===== src/rtl/dmem_port_arbiter_if.sv =====
// dmem_port_arbiter_if
// Bundles the two requester ports (P0 = load port, P1 = store-commit port)
// and the single scratchpad port of dmem_port_arbiter.
//   pN_req/we/addr/wdata/size : request fields from requester N
//   pN_gnt                    : request accepted this cycle
//   pN_rvalid/rdata/err       : completion pulse, load data, error flag
//   sp_req/we/addr/wdata/size : word access towards the scratchpad
//   sp_ready/sp_rdata         : scratchpad response pulse and read data
// Modport slave is the arbiter's view; modport master is the environment
// (requesters plus scratchpad).
interface dmem_port_arbiter_if #(
  parameter int XLEN = 32
);
  logic            p0_req;
  logic            p0_we;
  logic [XLEN-1:0] p0_addr;
  logic [XLEN-1:0] p0_wdata;
  logic [1:0]      p0_size;
  logic            p0_gnt;
  logic            p0_rvalid;
  logic [XLEN-1:0] p0_rdata;
  logic            p0_err;

  logic            p1_req;
  logic            p1_we;
  logic [XLEN-1:0] p1_addr;
  logic [XLEN-1:0] p1_wdata;
  logic [1:0]      p1_size;
  logic            p1_gnt;
  logic            p1_rvalid;
  logic [XLEN-1:0] p1_rdata;
  logic            p1_err;

  logic            sp_req;
  logic            sp_we;
  logic [XLEN-1:0] sp_addr;
  logic [XLEN-1:0] sp_wdata;
  logic [1:0]      sp_size;
  logic            sp_ready;
  logic [XLEN-1:0] sp_rdata;

  modport slave (
    input  p0_req, p0_we, p0_addr, p0_wdata, p0_size,
    output p0_gnt, p0_rvalid, p0_rdata, p0_err,
    input  p1_req, p1_we, p1_addr, p1_wdata, p1_size,
    output p1_gnt, p1_rvalid, p1_rdata, p1_err,
    output sp_req, sp_we, sp_addr, sp_wdata, sp_size,
    input  sp_ready, sp_rdata
  );

  modport master (
    output p0_req, p0_we, p0_addr, p0_wdata, p0_size,
    input  p0_gnt, p0_rvalid, p0_rdata, p0_err,
    output p1_req, p1_we, p1_addr, p1_wdata, p1_size,
    input  p1_gnt, p1_rvalid, p1_rdata, p1_err,
    input  sp_req, sp_we, sp_addr, sp_wdata, sp_size,
    output sp_ready, sp_rdata
  );
endinterface


===== src/rtl/dmem_port_arbiter.sv =====
// dmem_port_arbiter
// Shares one word-wide scratchpad port between the load port (P0) and the
// store-commit port (P1) with round-robin arbitration. Byte/half stores are
// turned into read-modify-write word sequences; loads return the selected
// lane zero-extended. Misaligned, out-of-range and timed-out accesses
// complete with err=1.
//   clk    : rising-edge clock
//   reset  : asynchronous, active-high
//   bus    : dmem_port_arbiter_if.slave (requester ports and scratchpad port)
module dmem_port_arbiter #(
  parameter int XLEN     = 32,
  parameter int MEM_SIZE = 4096,
  parameter int TIMEOUT  = 16
) (
  input logic                clk,
  input logic                reset,
  dmem_port_arbiter_if.slave bus
);

  typedef enum logic [2:0] {IDLE, RD, WAIT_RD, WR, WAIT_WR} state_t;

  localparam int              CW         = $clog2(TIMEOUT + 1);
  localparam logic [CW-1:0]   LAST_WAIT  = CW'(TIMEOUT - 1);
  localparam logic [XLEN-1:0] WORD_COUNT = XLEN'(MEM_SIZE / 4);

  state_t          state;
  logic            last_p1;
  logic            cur_p1;
  logic            cur_we;
  logic [XLEN-1:0] cur_addr;
  logic [15:0]     cur_lane_data;
  logic [1:0]      cur_size;
  logic [CW-1:0]   wait_cnt;
  logic [XLEN-1:0] wdata_q;

  logic            p0_rvalid_q, p1_rvalid_q;
  logic            p0_err_q, p1_err_q;
  logic [XLEN-1:0] p0_rdata_q, p1_rdata_q;

  logic            idle, g0, g1, grant;
  logic            sel_we;
  logic [XLEN-1:0] sel_addr, sel_wdata;
  logic [1:0]      sel_size;
  logic            sel_err;
  logic            timed_out;

  logic [4:0]      lane_shift;
  logic [XLEN-1:0] size_mask, load_data, lane_mask, lane_data, merged;

  logic            rsp_fire, rsp_err, rsp_p1;
  logic [XLEN-1:0] rsp_data;

  // Grants are only possible in IDLE. On contention the port that did not
  // win last time gets the grant.
  assign idle  = (state == IDLE) && !reset;
  assign g0    = idle && bus.p0_req && (!bus.p1_req || last_p1);
  assign g1    = idle && bus.p1_req && (!bus.p0_req || !last_p1);
  assign grant = g0 || g1;

  assign sel_we    = g1 ? bus.p1_we    : bus.p0_we;
  assign sel_addr  = g1 ? bus.p1_addr  : bus.p0_addr;
  assign sel_wdata = g1 ? bus.p1_wdata : bus.p0_wdata;
  assign sel_size  = g1 ? bus.p1_size  : bus.p0_size;

  // Alignment and range check of the request being granted.
  always_comb begin
    sel_err = 1'b0;
    case (sel_size)
      2'b00:   sel_err = 1'b0;
      2'b01:   sel_err = sel_addr[0];
      2'b10:   sel_err = |sel_addr[1:0];
      default: sel_err = 1'b1;
    endcase
    if ({2'b00, sel_addr[XLEN-1:2]} >= WORD_COUNT) sel_err = 1'b1;
  end

  // Lane helpers: the same size mask serves both load extraction and the
  // store merge, so all sub-word handling keys off cur_size and addr[1:0].
  always_comb begin
    size_mask = '1;
    if (cur_size == 2'b00) size_mask = XLEN'(8'hFF);
    else if (cur_size == 2'b01) size_mask = XLEN'(16'hFFFF);
  end

  assign lane_shift = {cur_addr[1:0], 3'b000};
  assign load_data  = (bus.sp_rdata >> lane_shift) & size_mask;
  assign lane_mask  = size_mask << lane_shift;
  assign lane_data  = ({{(XLEN-16){1'b0}}, cur_lane_data} & size_mask) << lane_shift;
  assign merged     = (bus.sp_rdata & ~lane_mask) | lane_data;

  assign timed_out = (wait_cnt == LAST_WAIT);

  // Decide whether a completion is registered at the coming edge and for
  // which port. Errors detected at grant respond without any access.
  always_comb begin
    rsp_fire = 1'b0;
    rsp_err  = 1'b0;
    rsp_data = '0;
    rsp_p1   = cur_p1;
    case (state)
      IDLE: begin
        if (grant && sel_err) begin
          rsp_fire = 1'b1;
          rsp_err  = 1'b1;
          rsp_p1   = g1;
        end
      end
      WAIT_RD: begin
        if (bus.sp_ready) begin
          if (!cur_we) begin
            rsp_fire = 1'b1;
            rsp_data = load_data;
          end
        end else if (timed_out) begin
          rsp_fire = 1'b1;
          rsp_err  = 1'b1;
        end
      end
      WAIT_WR: begin
        if (bus.sp_ready) begin
          rsp_fire = 1'b1;
        end else if (timed_out) begin
          rsp_fire = 1'b1;
          rsp_err  = 1'b1;
        end
      end
      default: ;
    endcase
  end

  // Access sequencer. The wait counter is cleared on every entry to a WAIT
  // state; a late sp_ready after a timeout lands in IDLE and is ignored.
  always_ff @(posedge clk or posedge reset) begin
    if (reset) begin
      state         <= IDLE;
      last_p1       <= 1'b1;
      cur_p1        <= 1'b0;
      cur_we        <= 1'b0;
      cur_addr      <= '0;
      cur_lane_data <= '0;
      cur_size      <= 2'b00;
      wait_cnt      <= '0;
      wdata_q       <= '0;
      p0_rvalid_q   <= 1'b0;
      p1_rvalid_q   <= 1'b0;
      p0_err_q      <= 1'b0;
      p1_err_q      <= 1'b0;
      p0_rdata_q    <= '0;
      p1_rdata_q    <= '0;
    end else begin
      p0_rvalid_q <= rsp_fire && !rsp_p1;
      p1_rvalid_q <= rsp_fire && rsp_p1;
      p0_err_q    <= rsp_fire && !rsp_p1 && rsp_err;
      p1_err_q    <= rsp_fire && rsp_p1 && rsp_err;
      p0_rdata_q  <= (rsp_fire && !rsp_p1) ? rsp_data : '0;
      p1_rdata_q  <= (rsp_fire && rsp_p1) ? rsp_data : '0;

      case (state)
        IDLE: begin
          if (grant) begin
            last_p1       <= g1;
            cur_p1        <= g1;
            cur_we        <= sel_we;
            cur_addr      <= sel_addr;
            cur_lane_data <= sel_wdata[15:0];
            cur_size      <= sel_size;
            if (!sel_err) begin
              if (sel_we && sel_size == 2'b10) begin
                wdata_q <= sel_wdata;
                state   <= WR;
              end else begin
                state <= RD;
              end
            end
          end
        end
        RD: begin
          wait_cnt <= '0;
          state    <= WAIT_RD;
        end
        WR: begin
          wait_cnt <= '0;
          state    <= WAIT_WR;
        end
        WAIT_RD: begin
          if (bus.sp_ready) begin
            if (cur_we) begin
              wdata_q <= merged;
              state   <= WR;
            end else begin
              state <= IDLE;
            end
          end else if (timed_out) begin
            state <= IDLE;
          end else begin
            wait_cnt <= wait_cnt + CW'(1);
          end
        end
        WAIT_WR: begin
          if (bus.sp_ready || timed_out) begin
            state <= IDLE;
          end else begin
            wait_cnt <= wait_cnt + CW'(1);
          end
        end
        default: state <= IDLE;
      endcase
    end
  end

  assign bus.p0_gnt    = g0;
  assign bus.p1_gnt    = g1;
  assign bus.p0_rvalid = p0_rvalid_q;
  assign bus.p1_rvalid = p1_rvalid_q;
  assign bus.p0_err    = p0_err_q;
  assign bus.p1_err    = p1_err_q;
  assign bus.p0_rdata  = p0_rdata_q;
  assign bus.p1_rdata  = p1_rdata_q;

  assign bus.sp_req   = (state == RD) || (state == WR);
  assign bus.sp_we    = (state == WR);
  assign bus.sp_addr  = {cur_addr[XLEN-1:2], 2'b00};
  assign bus.sp_wdata = wdata_q;
  assign bus.sp_size  = 2'b10;

endmodule


===== src/flat_wrapper.sv =====
// flat-port wrapper written by rule: the top's interface ports become plain ports
module dmem_port_arbiter_flat 
#(
  parameter int XLEN     = 32,
  parameter int MEM_SIZE = 4096,
  parameter int TIMEOUT  = 16
)
  (clk, reset, bus_p0_req, bus_p0_we, bus_p0_addr, bus_p0_wdata, bus_p0_size, bus_p0_gnt, bus_p0_rvalid, bus_p0_rdata, bus_p0_err, bus_p1_req, bus_p1_we, bus_p1_addr, bus_p1_wdata, bus_p1_size, bus_p1_gnt, bus_p1_rvalid, bus_p1_rdata, bus_p1_err, bus_sp_req, bus_sp_we, bus_sp_addr, bus_sp_wdata, bus_sp_size, bus_sp_ready, bus_sp_rdata);
  dmem_port_arbiter_if #(.XLEN(XLEN)) bus_i ();
  input logic clk;
  input logic reset;
  input wire logic [$bits(bus_i.p0_req)-1:0] bus_p0_req;
  input wire logic [$bits(bus_i.p0_we)-1:0] bus_p0_we;
  input wire logic [$bits(bus_i.p0_addr)-1:0] bus_p0_addr;
  input wire logic [$bits(bus_i.p0_wdata)-1:0] bus_p0_wdata;
  input wire logic [$bits(bus_i.p0_size)-1:0] bus_p0_size;
  output wire logic [$bits(bus_i.p0_gnt)-1:0] bus_p0_gnt;
  output wire logic [$bits(bus_i.p0_rvalid)-1:0] bus_p0_rvalid;
  output wire logic [$bits(bus_i.p0_rdata)-1:0] bus_p0_rdata;
  output wire logic [$bits(bus_i.p0_err)-1:0] bus_p0_err;
  input wire logic [$bits(bus_i.p1_req)-1:0] bus_p1_req;
  input wire logic [$bits(bus_i.p1_we)-1:0] bus_p1_we;
  input wire logic [$bits(bus_i.p1_addr)-1:0] bus_p1_addr;
  input wire logic [$bits(bus_i.p1_wdata)-1:0] bus_p1_wdata;
  input wire logic [$bits(bus_i.p1_size)-1:0] bus_p1_size;
  output wire logic [$bits(bus_i.p1_gnt)-1:0] bus_p1_gnt;
  output wire logic [$bits(bus_i.p1_rvalid)-1:0] bus_p1_rvalid;
  output wire logic [$bits(bus_i.p1_rdata)-1:0] bus_p1_rdata;
  output wire logic [$bits(bus_i.p1_err)-1:0] bus_p1_err;
  output wire logic [$bits(bus_i.sp_req)-1:0] bus_sp_req;
  output wire logic [$bits(bus_i.sp_we)-1:0] bus_sp_we;
  output wire logic [$bits(bus_i.sp_addr)-1:0] bus_sp_addr;
  output wire logic [$bits(bus_i.sp_wdata)-1:0] bus_sp_wdata;
  output wire logic [$bits(bus_i.sp_size)-1:0] bus_sp_size;
  input wire logic [$bits(bus_i.sp_ready)-1:0] bus_sp_ready;
  input wire logic [$bits(bus_i.sp_rdata)-1:0] bus_sp_rdata;
  assign bus_i.p0_req = bus_p0_req;
  assign bus_i.p0_we = bus_p0_we;
  assign bus_i.p0_addr = bus_p0_addr;
  assign bus_i.p0_wdata = bus_p0_wdata;
  assign bus_i.p0_size = bus_p0_size;
  assign bus_p0_gnt = bus_i.p0_gnt;
  assign bus_p0_rvalid = bus_i.p0_rvalid;
  assign bus_p0_rdata = bus_i.p0_rdata;
  assign bus_p0_err = bus_i.p0_err;
  assign bus_i.p1_req = bus_p1_req;
  assign bus_i.p1_we = bus_p1_we;
  assign bus_i.p1_addr = bus_p1_addr;
  assign bus_i.p1_wdata = bus_p1_wdata;
  assign bus_i.p1_size = bus_p1_size;
  assign bus_p1_gnt = bus_i.p1_gnt;
  assign bus_p1_rvalid = bus_i.p1_rvalid;
  assign bus_p1_rdata = bus_i.p1_rdata;
  assign bus_p1_err = bus_i.p1_err;
  assign bus_sp_req = bus_i.sp_req;
  assign bus_sp_we = bus_i.sp_we;
  assign bus_sp_addr = bus_i.sp_addr;
  assign bus_sp_wdata = bus_i.sp_wdata;
  assign bus_sp_size = bus_i.sp_size;
  assign bus_i.sp_ready = bus_sp_ready;
  assign bus_i.sp_rdata = bus_sp_rdata;
  dmem_port_arbiter #(.XLEN(XLEN), .MEM_SIZE(MEM_SIZE), .TIMEOUT(TIMEOUT)) u_core (.clk(clk), .reset(reset), .bus(bus_i));
endmodule

===== config.mk =====
export PLATFORM = sky130hd
export DESIGN_NAME = dmem_port_arbiter_flat
export DESIGN_NICKNAME = d
export VERILOG_FILES = /design/src/rtl/dmem_port_arbiter_if.sv /design/src/rtl/dmem_port_arbiter.sv /design/src/flat_wrapper.sv
export SDC_FILE = /design/constraint.sdc
export NUM_CORES = 1
export LEC_CHECK = 0
export CORE_ASPECT_RATIO = 0.6
export CORE_MARGIN = 2
export CORE_UTILIZATION = 47
export CTS_CLUSTER_DIAMETER = 150
export DETAILED_ROUTE_END_ITERATION = 8
export GPL_TIMING_DRIVEN = 0
export PLACE_DENSITY = 0.8
export REMOVE_ABC_BUFFERS = 1
export SKIP_LAST_GASP = 1
export SYNTH_ARGS = -nofsm -noshare
export SYNTH_HDL_FRONTEND = slang
export SYNTH_SLANG_ARGS = --single-unit

===== constraint.sdc =====
create_clock -name clk -period 5.9 [get_ports clk]
set_clock_uncertainty 0.15 [all_clocks]
set_input_delay 0.885 -clock clk [delete_from_list [all_inputs] [get_ports clk]]
set_output_delay 0.885 -clock clk [all_outputs]
set_load 0.01 [all_outputs]

Word-level counts from Yosys, hierarchy flattened
Index checks and enable logic that the tools add are counted.
{ "word_totals": {"word_cells": 117, "out_inout_bits": 138, "input_bits": 171, "reg_bits": 161} }
{ "classes": {"reduce_logical": 33, "bitwise_logic": 5, "addsub": 1, "shifts": 3, "n_lt_le_gt_ge": 1, "muxes": 41, "eq_ne": 18} }
{ "op_table": {"columns": ["operator", "n"], "rows": [
  ["$mux 32", 14],
  ["$and 32x32->32", 2],
  ["$pmux 32 s2", 1],
  ["$shl 32x5->32", 2],
  ["$and 16x32->32", 1],
  ["$not 32->32", 1],
  ["$or 32x32->32", 1],
  ["$shr 32x5->32", 1],
  ["$ge 30x11->1 const B", 1],
  ["$mux 3", 5],
  ["$mux 5", 3],
  ["$pmux 3 s5", 1],
  ["$pmux 5 s3", 1],
  ["$ne 2x2->1 const B", 6],
  ["$logic_and 1x1->1", 11],
  ["$mux 1", 10],
  ["$reduce_and 4->1", 2],
  ["$eq 3x2->1 const B", 2],
  ["$mux 2", 3],
  ["$ne 2x1->1 const B", 3],
  ["$pmux 1 s3", 2],
  ["$reduce_and 6->1", 1],
  ["$reduce_or 2->1", 3],
  ["$add 5x1->5 const B", 1],
  ["other kinds (14)", 24]
]} }

Depth between registers and ports, before layout
{ "logic_depth": {"depth_word": 14, "depth_mapped": 10, "depth_no_buf": 8} }

Worst setup path after synthesis
No wires, ideal clock.
{ "synth_path": {"path_kind": "in2out", "startpoint": "in reset", "endpoint": "out bus_p0_gnt", "required_time_ns": 4.865, "n_path_buf": 1, "arrival_ns": 1.969, "path_stages": 4, "path_slack_ns": 2.896, "path_cell_list": "nor4_4 > nand3_4 > clkinv_1 > clkbuf_1"} }
{ "synth_between": {"elab_chain_len": 4} }
{ "synth_rtl": {"columns": ["element", "line", "text"], "rows": [
  ["from (decl)", "flat_wrapper.sv:11", "input logic reset;"],
  ["$logic_not 1->1", "dmem_port_arbiter.sv:55", "assign idle = (state == IDLE) && !reset;"],
  ["$logic_and 1x1->1", "dmem_port_arbiter.sv:55", null],
  ["$logic_and 1x1->1 (2 in a row)", "dmem_port_arbiter.sv:56", "assign g0 = idle && bus.p0_req && (!bus.p1_req || last_p1);"],
  ["to (decl)", "flat_wrapper.sv:17", "output wire logic [$bits(bus_i.p0_gnt)-1:0] bus_p0_gnt;"]
]} }
No other way between the ends.

Final worst setup path
Same ends and word-level chain as after synthesis.

==> impl_metrics.json <==
{
  "syn-cell-area_mm2": 0.00949,
  "synth_edf_count": 0,
  "reg2reg_depth": 7,
  "hold_violations": 0,
  "clk_latency_ns": 0.44,
  "fmax_mhz": 198,
  "ys_seq_area_share_pct": 42.4,
  "core-area_mm2": 0.0199,
  "grt_pass1_vias": 9213,
  "wl_per_cell_um": 21.7,
  "antenna_found_initial": 0,
  "yosysTopAreaCell": "dfrtp_1",
  "crit_required_ns": 4.87,
  "synth_area_leaders": "dfrtp_1 42%, nand2_1 6.8%, o211ai_1 5.1%",
  "clk_pin_slew_worst_paths_ns": 0.07,
  "rsz0062_at_grt": "false",
  "async_flop_share_pct": 100,
  "yosysMostFrequentCell": "nand2_1",
  "ys.flop_type": "dfrtp_1",
  "cts_tree": "yes",
  "grt_use_total_pct": 32.7,
  "min-delay-path-class": "flop to flop",
  "leakage_nw": 5.71,
  "tightest_slew_ns": 1.38,
  "fin_tns_setup_ns": 0,
  "crit_path_end_kind": "output pin",
  "arrival_ns": 4.01,
  "die_x_um": 187,
  "gp_congestion": 0.929,
  "start_kind": "primary input",
  "yosysWarnings": 0,
  "start_util_pct": 47.7,
  "port_buffers": 304,
  "fin_ws_ns": 0.858,
  "num_vias": 9664,
  "area_growth_pct": 38.1,
  "pre_cts_ws_ns": -0.0119,
  "status": "completed",
  "finalPower_mw": 3.36,
  "drv_cap": 0,
  "nets": 1492,
  "antenna_left": 0,
  "rows": 40,
  "ir_drop_v": 0.000187,
  "netlist.area_leader.share_pct": 42.2,
  "root_buffer": "clkbuf_16",
  "r2r_slack_ns": 1.58,
  "cts_hold_buf": 0,
  "ctsLongestPathBuffers": 2,
  "synth-seq-cells": 161,
  "critPathMaxFanout": 44,
  "crit_type": "primary input to output pin",
  "grt-ovfl-total": 0,
  "placed_cells": 1571,
  "drc": 0,
  "final_layout_size_suffix_gt1_share_pct": 5.78,
  "die_area_mm2": 0.0214,
  "drtIter0Drc": 1305,
  "ys_types": 63,
  "p_per_area_mw_per_mm2": 256,
  "netlist_instances": 1112,
  "wl_um": 34900,
  "cts_max_level": 4,
  "maxSlewHeadroom_pct": 7.96,
  "hpwl_um": 24900,
  "instances_no_fill": 1606,
  "cts_made_buffers": 17,
  "clock_sinks": 161,
  "maxSlewViolCount": 0,
  "dieHeight_um": 114,
  "grt_pass1_wl_um": 53600,
  "whs_path_depth": 2,
  "viasPerCell": 6.02,
  "dr.pass1.iters": 7,
  "period_needed_ns": 5.04,
  "setup_viol": 0,
  "finalCritPeriodShare_pct": 85.5,
  "pin_count": 309,
  "grt_max_degree": 97,
  "ys_top_cells_by_count": "171 x nand2_1, 160 x dfrtp_1, 113 x nor2_1",
  "syn_area_per_cell_um2": 8.54
}
-- per-layer routing --
layer  vias to the layer above  part of all wire (%)  track usage, %
li1                       4364                     -               -
met1                      4682                    42            45.8
met2                       562                    44            48.8
met3                        56                    12            11.0
met4                         0                   2.1            8.77
met5                         -                     0               0
-- where the power goes --
| group | internal (mW) | total [mW] | switching (mW) | leakage [nW] |
|---|---|---|---|---|
| combinational | 0.417 | 0.877 | 0.460 | 3.47 |
| sequential | 1.20 | 1.32 | 0.111 | 1.93 |
| clock | 0.616 | 1.17 | 0.552 | 0.301 |
-- worst max-delay path: stages --
cell,delay [ns]
clkdlybuf4s50_1,0.68
nor4_4,0.11
nand3_4,0.53
clkinv_1,1.03
clkdlybuf4s50_1,0.75
-- cell type report --
cell class	count	area (µm²)
fill	1644	6810
multi-input combinational	780	4690
sequential	161	4030
timing repair buffer	316	3250
clock buffer	17	425
tap	273	342
clock inverter	15	204
inverter	43	169
antenna	1	2.50
-- final timing paths --
| check | startpoint | end |
|---|---|---|
| setup reg to reg | u_core.state[1] | u_core.bus.p1_rdata[0] |
| hold reg to reg | u_core.last_p1 | u_core.last_p1 |
| min in group asynchronous | reset | u_core.bus.sp_wdata[10] |
| max in group asynchronous | reset | u_core.cur_addr[1] |
| hold / removal | u_core.last_p1 | u_core.last_p1 |
| setup / recovery | reset | bus_p0_gnt |
-- metrics by stage --
| step | hold WS [ns] | utilization, % | cell area [µm²] |
|---|---|---|---|
| after floorplan | 0.300 | - | 8850 |
| after global placement | 0.312 | 61.4 | 12200 |
| after detailed placement | 0.332 | 62.6 | 12500 |
| after CTS | 0.343 | 65.8 | 13100 |
| after global routing | 0.359 | 65.8 | 13100 |
| final | 0.345 | 65.8 | 13100 |
-- cell usage in the layout, fill, tap and decap left out, types with 3 or more instances in the layout --
cell type and count:
a21o_1 8, a311oi_1 16, mux2i_1 40, or3b_2 4, inv_1 40, nand4_1 9
nand2b_1 5, o21ai_0 43, a221oi_1 23, inv_6 4, clkdlybuf4s50_1 304, o211ai_1 64
o32a_1 31, nand3b_1 9, and2_1 11, nor3_1 22, dfrtp_1 158, and3_1 10
clkinv_8 6, nand2_1 171, buf_16 3, or3_1 3, a21oi_1 9, nor3b_1 11
conb_1 4, and3b_1 9, mux2_2 8, a31oi_1 36, clkbuf_16 17, nor4_1 11
a311o_1 3, buf_8 3, inv_8 4, nor2_1 112, nor2b_1 11, o21ai_1 3
o22ai_1 4, nand3_1 54
-- state kept, by name, summed over array words and instances (netlist names) --
| name | cells |
|---|---|
| u_core.bus.p0_err | 1 |
| u_core.bus.p0_rdata | 32 |
| u_core.bus.p0_rvalid | 1 |
| u_core.bus.p1_err | 1 |
| u_core.bus.p1_rdata | 32 |
| u_core.bus.p1_rvalid | 1 |
| u_core.bus.sp_wdata | 32 |
| u_core.cur_addr | 32 |
| u_core.cur_lane_data | 16 |
| u_core.cur_p1 | 1 |
| u_core.cur_size | 2 |
| u_core.cur_we | 1 |
| u_core.last_p1 | 1 |
| u_core.state | 3 |
| u_core.wait_cnt | 5 |
-- kinds of logic (layout without fill, tap and decap cells) --
group                      count (synthesis)  count (layout)  synth area share, %
AOI/OAI and AO/OA                        257             257                 19.9
xor gates and xnor gates                   1               1               0.0923
adders and majority gates                  2               2                0.264
buffers and inverters                    173             391                 8.57
DFF                                      161             161                 42.4
muxes                                     48              48                 5.17
other                                      2               5               0.0791
and+or+nand+nor                          468             468                 23.5
-- what timing repair did --
action | in CTS | in global routing
setup endpoints to repair | 1 | 0
buffers inserted | 2 | 0
gates resized for setup | 0 | 0
Power figures use the tool's default switching activity.
==> patch 1, RTL diff (same flow settings) <==
The 5 states of `state_t` get a one-hot encoding in 5 bits.
--- a/src/rtl/dmem_port_arbiter.sv
+++ b/src/rtl/dmem_port_arbiter.sv
@@ -19,3 +19,3 @@
 
-  typedef enum logic [2:0] {IDLE, RD, WAIT_RD, WR, WAIT_WR} state_t;
+  typedef enum logic [4:0] {IDLE = 5'b00001, RD = 5'b00010, WAIT_RD = 5'b00100, WR = 5'b01000, WAIT_WR = 5'b10000} state_t;
 
Check against the original RTL: no difference found for any inputs over 4 cycles, from zero or initial values and one cycle with reset high; so few cycles prove little.
==> patch 1 against the unedited design <==
  * Non-clock buffer count shrank 4
  * Synthesized area fell by 12%
  * Worst setup slack got worse by 0.35 ns
  * Critical endpoint is now bus_p1_gnt
  * Cell area down 8.6%
  * Sequential cell count increased by 2
  * Routed wire length is 20% lower
  * Utilization increased by 3.7 points
  * Highest routed layer unchanged
  * Synthesized cell count decreased by 22%
  * Count of clock-buffer cells in the layout grew 2
Power is not compared: it rests on default switching activity, and its combinational part moved more than twofold at a synthesized area within 25%.
==> patch 1: results (changes against the unedited design) <==
status=complete, no violations; # diodes=0 (-1); final period utilization=0.913 (+0.0585); Post-DP Area=11,400 sq um (-8.6%); Fillers=1,359 (-17%); routed wire length=27.8 mm (-20%); R2R setup slack=1.29 ns (-0.29 ns); Placed Cells=1,326 (-16%); deepest clock path buffer count=2 (unchanged); slew margin rel.=0.112 (+0.0323); Commonest cells post-synth=161 x dfrtp_1, 154 x nand2_1, 89 x nor2_1; Post-Place Worst Slack=-0.231 ns (-0.219 ns); post-synth cell types=54 (-14%); Clock transition at path regs=0.07 ns (about the same); worst-path fanout max=90 (+100%); Placer Congestion=0.852 (-8.3%); H-tree depth=4 (unchanged); ANT nets after route=0 (unchanged); Net Sw Frac=0.364; first-pass GRT wire length=42.8 mm (-20%); port bufs=304 (unchanged); Worst path max stage delay=0.61 ns (-0.42 ns); DRT Pass-1 Iters=5 (-2); total global-route track usage=0.302 (-0.0255); crit path launch=reset; Syn Inst Count=871 (-22%); slowest CP cell=clkdlybuf4s50_1; LEAKAGE=0.00525 uW; sequential cell area=4080 sq um (+1.3%); vias in the first global route=7,581 (-18%); DR iter-0 viols=626 (-52%); ranking of synthesized cells by area=dfrtp_1 48%, mux2i_1 8.1%, nand2_1 6.9%, mux2_2 5.5%, nor2_1 4.0%; Non-Filler Instances=1,358 (-15%); Hold WC Path Type=flop to flop; largest net degree at the start of global routing=91 (-6.2%); CTS Buf Count=17 (unchanged); CP top delay family=buffers and inverters; register area share after synthesis=0.490 (+0.0658); initial antenna violation count=0 (unchanged); CTS Root Buffer Type=clkbuf_16; Reg-to-Reg Start=u_core.state[4]; Yosys warning count=0 (unchanged); vias per cell=5.60 (-6.9%); Worst VDD drop=0.208 mV; crit path DAT=4.35 ns (+0.34 ns); Skew-Pair Late Insertion Delay=0.43 ns; Final HPWL DP=20.2 mm (-19%); fraction of layout cells with a size suffix above 1=0.0881 (+0.0303); Worst R2R End=u_core.bus.sp_wdata[15]; Post-synth ARST share=1.00 (unchanged); worst r2r path cells=10 (+3); worst setup path endpoint=bus_p1_gnt
## patch 1: power by group through the flow
stage | sequential, uW | clock [uW] | combinational [uW]
after floorplan | 1760 | 0 | 800
after global placement | 1720 | 0 | 1720
after detailed placement | 1710 | 0 | 1780
after CTS | 1690 | 1120 | 1790
after global routing | 1740 | 1180 | 1940
final | 1700 | 1110 | 1800
## patch 1: cell type report
cell class,instances,share of cell area
well taps,234,0.0244
clock inverters,13,0.0118
flip-flops and latches,163,0.341
multi-input cells,602,0.312
repair buffers,312,0.268
clock buffers,19,0.0370
inverters,15,0.00554
## patch 1: routing by layer
metal	GRT usage	wire, microns
met2	0.464	12300
met4	0.0921	546
met1	0.416	12400
met3	0.0851	2610
met5	0	0
## patch 1: cell families (layout without fill, tap and decap cells)
logic type               after synthesis  in the layout  share of synthesized area
adder cells (fa/ha/maj)                2              2                    0.00301
other                                  2              4                   0.000902
multiplexers                         108            108                      0.136
XOR/XNOR                               3              3                    0.00316
AND/OR/NAND/NOR                      305            305                      0.160
buffers and inverters                108            359                     0.0669
AO/OA/AOI/OAI                        180            180                      0.140
flip-flops                           163            163                      0.490
## patch 1: worst min path at each step
stage                   start        endpoint  slack, ns  cells past startpoint
3_5_place_dp   u_core.last_p1  u_core.last_p1       0.33                      2
4_1_cts        u_core.last_p1  u_core.last_p1       0.34                      2
2_1_floorplan  u_core.last_p1  u_core.last_p1       0.30                      2
5_1_grt        u_core.last_p1  u_core.last_p1       0.35                      2
6_report       u_core.last_p1  u_core.last_p1       0.35                      2
3_3_place_gp   u_core.last_p1  u_core.last_p1       0.31                      2
## patch 1: repair_timing
action                                  CTS  global route
setup buffers                             0             0
endpoints found under the setup margin    1             0
resized for setup                         1             0
==> patch 2, RTL diff (same settings) <==
Made on the original files. `XLEN` is set to 32 in 3 places; all go to 48.
--- a/src/rtl/dmem_port_arbiter_if.sv
+++ b/src/rtl/dmem_port_arbiter_if.sv
@@ -11,3 +11,3 @@
 interface dmem_port_arbiter_if #(
-  parameter int XLEN = 32
+  parameter int XLEN = 48
 );
--- a/src/rtl/dmem_port_arbiter.sv
+++ b/src/rtl/dmem_port_arbiter.sv
@@ -10,3 +10,3 @@
 module dmem_port_arbiter #(
-  parameter int XLEN     = 32,
+  parameter int XLEN     = 48,
   parameter int MEM_SIZE = 4096,
--- a/src/flat_wrapper.sv
+++ b/src/flat_wrapper.sv
@@ -3,3 +3,3 @@
 #(
-  parameter int XLEN     = 32,
+  parameter int XLEN     = 48,
   parameter int MEM_SIZE = 4096,
Ports: changed (9 resized); port bits go from 309 to 453. The function was not compared with the original's and may differ.
==> patch 2 against the unedited design <==
  * Fmax decreased by 7.8%
  * Synthesized area increased by 20%
  * Worst setup slack got worse by 0.43 ns
  * Worst hold slack got worse by 0.0063 ns
  * Sequential power increased by 31%
  * Critical path type unchanged
  * Power increased by 27%
  * Cell area increased by 27%
  * Routed wire length increased by 24%
  * Global-route usage increased by 0.63 points
  * Critical path depth increased by 1
  * Sequential cell count increased by 64
  * Via count increased by 14%
==> patch 2: results (changes against the unedited design) <==
status=complete, no violations; H-tree depth=1 (-3); most frequent cell after synthesis=dfrtp_1; Final HPWL DP=31.8 mm (+28%); Worst Max-Slew Pin Slew=1.23 ns (-0.155 ns); port bufs=448 (+47%); vias per cell=5.71 (-5.1%); Skew-Pair Late Insertion Delay=0.52 ns (+0.08 ns); Worst R2R End=u_core.bus.p0_rdata[40]; routed wire length=43.3 mm (+24%); crit path DAT=4.43 ns (+0.42 ns); Post-Place Worst Slack=0.182 ns (+0.194 ns); fraction of layout cells with a size suffix above 1=0.0871 (+0.0293); setup slack after layout=0.432 ns (-0.426 ns); slowest CP cell=nand3_4; initial antenna violation count=3 (+3); # diodes=0 (-1); worst-path fanout max=83 (+89%); crit path launch=bus_p1_req; worst setup path endpoint=bus_p1_gnt; LEAKAGE=0.00714 uW (+25%); DRT Pass-1 Iters=6 (-1); Commonest cells post-synth=224 x dfrtp_1, 208 x nand2_1, 204 x nor2_1; Post-DP Area=15,900 sq um (+27%); deepest clock path buffer count=3 (+1); Layout Nets=1,843 (+24%); Worst path max stage delay=0.75 ns (-0.28 ns); first-pass GRT wire length=64.6 mm (+20%); largest net degree at the start of global routing=125 (+29%); DR iter-0 viols=1,127 (-14%); total global-route track usage=0.334 (+0.00634); register area share after synthesis=0.492 (+0.0679)
patch 2: changes by cell type after synthesis, moves of 11 or more:
cell      change
a21oi_1      +36
inv_1        -33
nand2_1      +37
o32a_1       -31
o211ai_1     -56
nand3_1      -25
mux2_2       +52
buf_4        +19
a311oi_1     -16
o21ai_0      -11
a31oi_1      +24
nor2_1       +91
dfrtp_1      +64
patch 2: stage by stage:
stage                     cells  TNS (ns)
final                      1929         0
after global routing       1929         0
after CTS                  1929         0
after detailed placement   1887         0
after global placement     1876  -2553.61
after floorplan            1106   -938.42
patch 2: logic make-up (layout without fill, tap and decap cells):
group	Yosys count	count (layout)	share of synthesized area
other	2	4	0.000657
XOR/XNOR	2	2	0.00153
adder cells (fa/ha/maj)	2	2	0.00219
flip-flops	225	225	0.492
buffers and inverters	148	511	0.0681
AO/OA/AOI/OAI	212	212	0.121
AND/OR/NAND/NOR	546	546	0.206
multiplexers	105	105	0.108
patch 2: final cells by class:
class / count / area (sq um)
clock buffers: 27 / 591
well taps: 322 / 403
inverters: 10 / 46.3
fillers: 1872 / 7370
repair buffers: 459 / 4700
multi-input cells: 871 / 5090
clock inverters: 15 / 220
flip-flops and latches: 225 / 5630
patch 2: power breakdown:
part	leakage (uW)	total, uW	switching, uW	internal, uW
registers	0.00296	1730	93.8	1640
clock network	0.000386	1590	650	945
logic	0.00379	948	494	453
patch 2: timing repair:
| item | in CTS | in global routing |
|---|---|---|
| hold endpoints to repair | 0 | 0 |
| buffers inserted | 0 | 0 |
| resized for setup | 0 | 1 |
| endpoints found under the setup margin | 0 | 1 |
patch 2: worst register-to-register path: stages, from the launching register on:
cell	delay, ns
dfrtp_1	0.57
nor3_4	0.49
nand3_4	0.78
buf_16	0.51
inv_2	0.66
nand2_1	0.25
a31oi_4	0.69
buf_12	0.28
and3b_1	0.23
patch 2: worst min path at each step:
stage | depth (start not counted) | slack [ns] | startpoint | end
after floorplan | 2 | 0.30 | u_core.last_p1 | u_core.last_p1
after global placement | 2 | 0.31 | u_core.last_p1 | u_core.last_p1
after detailed placement | 1 | 0.33 | u_core.bus.sp_wdata[26] | u_core.bus.sp_wdata[26]
after CTS | 1 | 0.34 | u_core.bus.sp_wdata[26] | u_core.bus.sp_wdata[26]
after global routing | 1 | 0.37 | u_core.bus.sp_wdata[21] | u_core.bus.sp_wdata[21]
final | 1 | 0.34 | u_core.bus.sp_wdata[26] | u_core.bus.sp_wdata[26]
patch 2: routing by layer:
| metal | track usage | vias to the layer above | routed length [microns] |
|---|---|---|---|
| met5 | 0 | - | 34 |
| met4 | 0.0702 | 6 | 821 |
| met3 | 0.0856 | 67 | 4210 |
| met2 | 0.522 | 561 | 19800 |
| met1 | 0.469 | 5410 | 18500 |
| li1 | - | 4969 | - |
